--- config.mk ---
export PLATFORM = sky130hd
export DESIGN_NAME = or_nway_pipe
export DESIGN_NICKNAME = d
export VERILOG_FILES = /design/src/rtl/or_pkg.sv /design/src/rtl/or_pipe_stage.sv /design/src/rtl/or_nway_pipe.sv
export SDC_FILE = /design/constraint.sdc
export NUM_CORES = 1
export LEC_CHECK = 0
export CORE_ASPECT_RATIO = 1.75
export CORE_MARGIN = 1
export CORE_UTILIZATION = 44
export CTS_BUF_LIST = sky130_fd_sc_hd__clkbuf_8
export DETAILED_ROUTE_END_ITERATION = 6
export PLACE_DENSITY = 0.74
export SKIP_CTS_REPAIR_TIMING = 1
export SLEW_MARGIN = 10
export SYNTH_ARGS = -nofsm -noshare
export SYNTH_HDL_FRONTEND = slang
export SYNTH_SLANG_ARGS = --single-unit
--- constraint.sdc ---
create_clock -name clk -period 2.12 [get_ports clk]
set_input_delay 0.424 -clock clk [delete_from_list [all_inputs] [get_ports clk]]
set_output_delay 0.424 -clock clk [all_outputs]
set_load 0.01 [all_outputs]
--- src/rtl/or_pkg.sv ---
// rtl/or_pkg.sv - shared mode type and tree-geometry helpers for or_nway_pipe
package or_pkg;

  typedef enum logic [1:0] {OR_M, NOR_M, ACC_M, ACC_LOAD_M} or_mode_t;

  function automatic int or_levels(input int w);
    return $clog2(w);
  endfunction

  // bits held at tree level k (level 0 is the input word)
  function automatic int lvl_width(input int w, input int k);
    return (w + (1 << k) - 1) >> k;
  endfunction

  // bit offset of level k inside the flattened level bus
  function automatic int lvl_offset(input int w, input int k);
    int s;
    s = 0;
    for (int j = 0; j < k; j++) s += lvl_width(w, j);
    return s;
  endfunction

endpackage

--- src/rtl/or_pipe_stage.sv ---
// rtl/or_pipe_stage.sv - one registered level of the OR reduction tree
module or_pipe_stage #(
  parameter  int IN_W  = 2,
  localparam int OUT_W = (IN_W + 1) / 2
) (
  input  logic             clk,
  input  logic             rst_n,
  input  logic             up_valid,
  output logic             up_ready,
  input  logic [IN_W-1:0]  up_data,
  input  logic [1:0]       up_mode,
  output logic             dn_valid,
  input  logic             dn_ready,
  output logic [OUT_W-1:0] dn_data,
  output logic [1:0]       dn_mode,
  output logic [OUT_W-1:0] red,
  input  logic [OUT_W-1:0] ld_data
);

  // zero padding is the OR identity, so odd widths need no special case
  logic [2*OUT_W-1:0] padded;
  assign padded = (2*OUT_W)'(up_data);

  always_comb begin
    red = '0;
    for (int i = 0; i < OUT_W; i++) red[i] = padded[2*i] | padded[2*i+1];
  end

  assign up_ready = !dn_valid || dn_ready;

  always_ff @(posedge clk or negedge rst_n) begin
    if (!rst_n) begin
      dn_valid <= 1'b0;
      dn_data  <= '0;
      dn_mode  <= 2'b00;
    end else if (up_ready) begin
      dn_valid <= up_valid;
      if (up_valid) begin
        dn_data <= ld_data;
        dn_mode <= up_mode;
      end
    end
  end

endmodule

--- src/rtl/or_nway_pipe.sv ---
// rtl/or_nway_pipe.sv - pipelined N-way OR/NOR/accumulate reduction with valid/ready
module or_nway_pipe
  import or_pkg::*;
#(
  parameter int WIDTH = 16
) (
  input  logic             clk,
  input  logic             rst_n,
  input  logic             in_valid,
  output logic             in_ready,
  input  logic [WIDTH-1:0] in_data,
  input  logic [1:0]       in_mode,
  output logic             out_valid,
  input  logic             out_ready,
  output logic             out_bit
);

  localparam int LAT = or_levels(WIDTH);
  localparam int TOT = lvl_offset(WIDTH, LAT + 1);

  logic [TOT-1:0]       data_bus;
  logic [LAT:0]         vld;
  logic [LAT+1:1]       rdy;
  logic [LAT:0][1:0]    mode_bus;
  logic                 r_bit;
  logic                 fin_bit;
  logic                 fin_load;
  logic                 acc;
  logic                 acc_d;
  logic [1:0]           unused_last_mode;

  assign data_bus[WIDTH-1:0] = in_data;
  assign vld[0]              = in_valid;
  assign mode_bus[0]         = in_mode;
  assign rdy[LAT+1]          = out_ready;
  assign in_ready            = rdy[1];
  assign out_valid           = vld[LAT];
  assign out_bit             = data_bus[TOT-1];
  assign unused_last_mode    = mode_bus[LAT];

  for (genvar k = 1; k <= LAT; k++) begin : g_lvl
    localparam int IW   = lvl_width(WIDTH, k - 1);
    localparam int OW   = lvl_width(WIDTH, k);
    localparam int OFFI = lvl_offset(WIDTH, k - 1);
    localparam int OFFO = lvl_offset(WIDTH, k);

    logic [OW-1:0] red;
    logic [OW-1:0] ld;

    // the final level stores the mode-applied result instead of the raw OR
    if (k == LAT) begin : g_last
      assign r_bit = red[0];
      assign ld    = fin_bit;
    end else begin : g_mid
      assign ld = red;
    end

    or_pipe_stage #(.IN_W(IW)) u_stage (
      .clk      (clk),
      .rst_n    (rst_n),
      .up_valid (vld[k-1]),
      .up_ready (rdy[k]),
      .up_data  (data_bus[OFFI +: IW]),
      .up_mode  (mode_bus[k-1]),
      .dn_valid (vld[k]),
      .dn_ready (rdy[k+1]),
      .dn_data  (data_bus[OFFO +: OW]),
      .dn_mode  (mode_bus[k]),
      .red      (red),
      .ld_data  (ld)
    );
  end

  assign fin_load = vld[LAT-1] && rdy[LAT];

  always_comb begin
    fin_bit = r_bit;
    acc_d   = acc;
    case (or_mode_t'(mode_bus[LAT-1]))
      OR_M:       fin_bit = r_bit;
      NOR_M:      fin_bit = ~r_bit;
      ACC_M: begin
        fin_bit = acc | r_bit;
        acc_d   = acc | r_bit;
      end
      ACC_LOAD_M: acc_d = r_bit;
      default:    fin_bit = r_bit;
    endcase
  end

  // acc moves only when a word lands in the final register, so stalls cannot skew it
  always_ff @(posedge clk or negedge rst_n) begin
    if (!rst_n) acc <= 1'b0;
    else if (fin_load) acc <= acc_d;
  end

endmodule

# After elaboration in Yosys (flattened, before gate mapping)
# Cells that the tools add are included.
dict set report classes {
  reduce_logical 15
  n_mux 2
  bitwise 17
  n_eq_ne 3
}
# op count
set ops {}
lappend ops {{$or 1x1->1} 16}
lappend ops {{$reduce_and 2->1} 5}
lappend ops {{$eq 2x2->1 const B} 2}
lappend ops {{$logic_not 1->1} 4}
lappend ops {{$logic_or 1x1->1} 4}
lappend ops {{$pmux 1 s2} 2}
lappend ops {{$eq 2x1->1 const B} 1}
lappend ops {{$reduce_bool 2->1} 1}
lappend ops {{$logic_and 1x1->1} 1}
lappend ops {{$not 1->1} 1}
dict set report totals {
  wordCells 49
  output_inout_bits 3
  register_bits 26
  inputBits 22
}

# Logic depth before layout (Yosys ltp)
dict set report logic_depth {
  ltp_word 6
  ltp_mapped 5
  depth_no_buf 5
}

# Hierarchy
# A second synthesis with hierarchy kept.
dict set report hier_totals {
  cells_unflattened 91
  hier_area_um2 1365.1
}
# mod n_inst seq_area_each_um2 area_per_inst_um2 cells_each
set modules_own_cells {}
lappend modules_own_cells {{or_pipe_stage at g_lvl[1].u_stage} 1 275.3 515.5 32}
lappend modules_own_cells {{or_pipe_stage at g_lvl[2].u_stage} 1 175.2 322.8 20}
lappend modules_own_cells {{or_pipe_stage at g_lvl[3].u_stage} 1 125.1 230.2 14}
lappend modules_own_cells {{or_pipe_stage at g_lvl[4].u_stage} 1 100.1 183.9 11}
lappend modules_own_cells {or_nway_pipe 1 25.0 112.6 14}

# Worst setup path after synthesis
# OpenSTA, ideal clock, no wires.
dict set report synth_path {
  path_kind {register to register}
  from {register g_lvl[2].u_stage.dn_valid}
  to {register g_lvl[1].u_stage.dn_mode[1]}
  setup_ps 125
  required_time_ps 1995
  setup_slack_ps 692
  arrival_time_ps 1304
  stages_incl_launch_ff 4
  path_cell_list {dfrtp_1 -> and4b_4 -> a21boi_4 -> mux2_2}
}
dict set report synth_via {
  elab_chain_len 4
}
# element line
set synth_rtl {}
lappend synth_rtl {{start, declared} or_pipe_stage.sv:12} ;# output logic dn_valid,
lappend synth_rtl {{start signal, assigned} or_pipe_stage.sv:37} ;# dn_valid <= up_valid;
lappend synth_rtl {{$logic_not 1->1} or_pipe_stage.sv:29} ;# assign up_ready = !dn_valid || dn_ready;
lappend synth_rtl {{$logic_or 1x1->1 (2 in a row)} or_pipe_stage.sv:29}
lappend synth_rtl {{$reduce_and 2->1 (no source line)} n/a}
lappend synth_rtl {{end signal, assigned} or_pipe_stage.sv:40} ;# dn_mode <= up_mode;
lappend synth_rtl {{end, declared} or_pipe_stage.sv:15} ;# output logic [1:0] dn_mode,
# Every way passes these cells.
# A chain may end at the register's enable or synchronous reset.

# Worst setup path after layout
dict set report layout_path {
  from {input out_ready}
  to {output in_ready}
}
dict set report layout_via {
  elab_chain_len 4
}
# element line
set layout_rtl {}
lappend layout_rtl {{start, declared} or_nway_pipe.sv:14} ;# input logic out_ready,
lappend layout_rtl {{$logic_or 1x1->1 (4 in a row)} or_pipe_stage.sv:29}
lappend layout_rtl {{end, declared} or_nway_pipe.sv:10} ;# output logic in_ready,
# Every way passes these cells.

==> results.yml <==
min_path:
  hold_path_class: "in2async"
cts:
  htreeDepth: 1
  cts_buffer_depth: 2
  cts_buffers: 3
  clk_pin_slew_ns: 0.09
  cts_tree: "done"
  cts_num_sinks: 26
  clk_latency_ns: 0.27
  root_buffer: "clkbuf_8"
setup_path:
  cp.arrival_ns: 1.44
  critical_path_class: "in2out"
  rr_worst_depth: 4
  cp-start-kind: "input port"
  regToRegStartpoint: "g_lvl[3].u_stage.dn_valid"
  r2r_slack_ns: 0.61
  path_max_fanout: 2
  reg2reg_to: "g_lvl[1].u_stage.dn_mode[1]"
  end_kind: "output port"
  critical_path_required_ns: 1.70
timing:
  skew_ns: 0.00454
  finalHoldViolations: 0
  max_slew_margin_pct: 74.6
  hold_ws_ns: 0.505
  period_minus_slack_ns: 1.86
  max_freq_mhz: 537
  finalCritPeriodShare_pct: 87.9
  drv_slew: 0
  worstMarginPinSlew_ns: 0.376
  setup_viol: 0
  fin_setup_tns_ns: 0
  setup_ws_ns: 0.257
  rsz0062_at_grt: "false"
floorplanning:
  fp.dieH_um: 70.6
  die_w_um: 41.2
  core_area_um2: 2520
  dieArea_um2: 2910
  initial_core_util_pct: 47.0
  ios: 25
  rows: 24
finish:
  syn_to_final_growth_pct: 30.9
  layout-drive-gt1-share_pct: 17.2
  finish.utilization_pct: 61.5
  fin_nets: 154
  fin_area_um2: 1550
  antennaDiodeCount: 0
  multiInputGateArea_um2: 507
  final_cells: 154
  nFillCells: 221
  regArea_um2: 651
run:
  drv_cap: 0
power:
  power.leakage_nw: 0.622
  irDropWorstVdd_mv: 0.528
  p_total_mw: 1.29
  power_density_nw_per_um2: 835
synth:
  synth_area_um2: 1180
  ys.flop_type: "dfrtp_1"
  synth_cell_types: 27
  ys_seq_area_share_pct: 54.9
  synth-seq-cells: 26
  syn_nets: 120
  synth_warnings: 0
  synthCells: 95
  yosysMostFrequentCell: "dfrtp_1"
  synth_area_leaders: "dfrtp_1, a2bb2oi_1, nor3b_1"
  yosysTopAreaCell: "dfrtp_1"
  ys_async_sr_fraction_pct: 100
  synth_edf_count: 0
  synthTopCellsByCount: "dfrtp_1, a21oi_1, a2bb2oi_1, nor3b_1, nor2_1"
  syn_avg_cell_area_um2: 12.5
  yosysTopAreaCellShare_pct: 54.9
drt:
  vias: 874
  drc: 0
  routed_via_density: 5.68
  dr.pass1.iters: 2
  first_iter_violations: 8
  routed_wl_mm: 2.24
  wl_per_cell_um: 14.5
  ant_nets: 0
global_route:
  grt_overflow_total: 0
  gr-usage-met1_pct: 22.7
  grtUsageMet2_pct: 32.3
  antenna_found_initial: 0
  grt_max_degree: 27
  busiest_layer: "met2"
  grt_pass1_vias: 899
  met3_usage_pct: 2.19
  grt_pass1_wl_mm: 3.86
  grt_usage_pct: 19.0
placement:
  dpl_cell_area_um2: 1490
  place.gp.congestion: 0.802
  dp_cells: 150
  dp_hpwl_mm: 1.77
  dp_slack_ns: -0.0461
  portBuffers: 24
outcome:
  status: "completed"
## worst max-delay path: stages
cell and delay (ns):
clkdlybuf4s50_1 0.42, and4b_4 0.35, nand2_2 0.06, dlymetal6s2s_1 0.18
## report_power, final
group          internal, mW  switching [mW]
combinational         0.201           0.133
sequential            0.577          0.0646
clock                 0.166           0.153
total                 0.945           0.350
## layer usage
| metal | wire [µm] | vias up | share of wire [%] |
|---|---|---|---|
| met3 | 59 | 4 | 2.6 |
| met5 | 0 | - | 0 |
| met4 | 27 | 0 | 1.2 |
| met2 | 1340 | 21 | 60 |
| met1 | 813 | 439 | 36 |
| li1 | - | 410 | - |
## worst max-delay path by stage
| stage | start | slack [ns] | cells after the start | end |
|---|---|---|---|---|
| floorplan | g_lvl[2].u_stage.dn_valid | 0.69 | 3 | g_lvl[1].u_stage.dn_mode[1] |
| global placement | out_ready | -0.05 | 4 | in_ready |
| detailed placement | out_ready | -0.05 | 4 | in_ready |
| CTS | out_ready | -0.06 | 4 | in_ready |
| global route | out_ready | 0.21 | 4 | in_ready |
| finish | out_ready | 0.26 | 4 | in_ready |
## cell families after synthesis
logic type               Yosys count  share of synthesized area [%]
multiplexers                       6                           6.65
buffers and inverters              5                           2.32
flip-flops                        26                           54.9
AND/OR/NAND/NOR                   29                           16.7
AO/OA/AOI/OAI                     26                           16.3
adder cells (fa/ha/maj)            3                           3.17
## cell type report
class,count,share of cell area [%]
Sequential cell,26,41.9
Multi-Input combinational cell,64,32.7
Timing Repair Buffer,31,19.0
Clock buffer,4,3.55
Tap cell,26,2.10
Inverter,3,0.726
## sequential cells by signal, indices dropped and copies added (netlist names)
| register | count |
|---|---|
| g_lvl.u_stage.dn_data | 15 |
| acc | 1 |
| g_lvl.u_stage.dn_valid | 4 |
| g_lvl.u_stage.dn_mode | 6 |
## cells in the final DEF, fill, tap and decap left out, types with 2 or more instances in the layout
| cell | count |
|---|---|
| clkdlybuf4s50_1 | 23 |
| a21oi_1 | 10 |
| nand2_1 | 2 |
| nor2_1 | 7 |
| inv_1 | 3 |
| nand2b_1 | 4 |
| mux2_4 | 3 |
| a2bb2oi_1 | 8 |
| a31oi_1 | 2 |
| buf_4 | 7 |
| clkbuf_8 | 4 |
| mux2_2 | 3 |
| ha_1 | 3 |
| o2bb2ai_1 | 2 |
| nor3b_1 | 8 |
| dfrtp_1 | 26 |
Power figures use the tool's default switching activity.
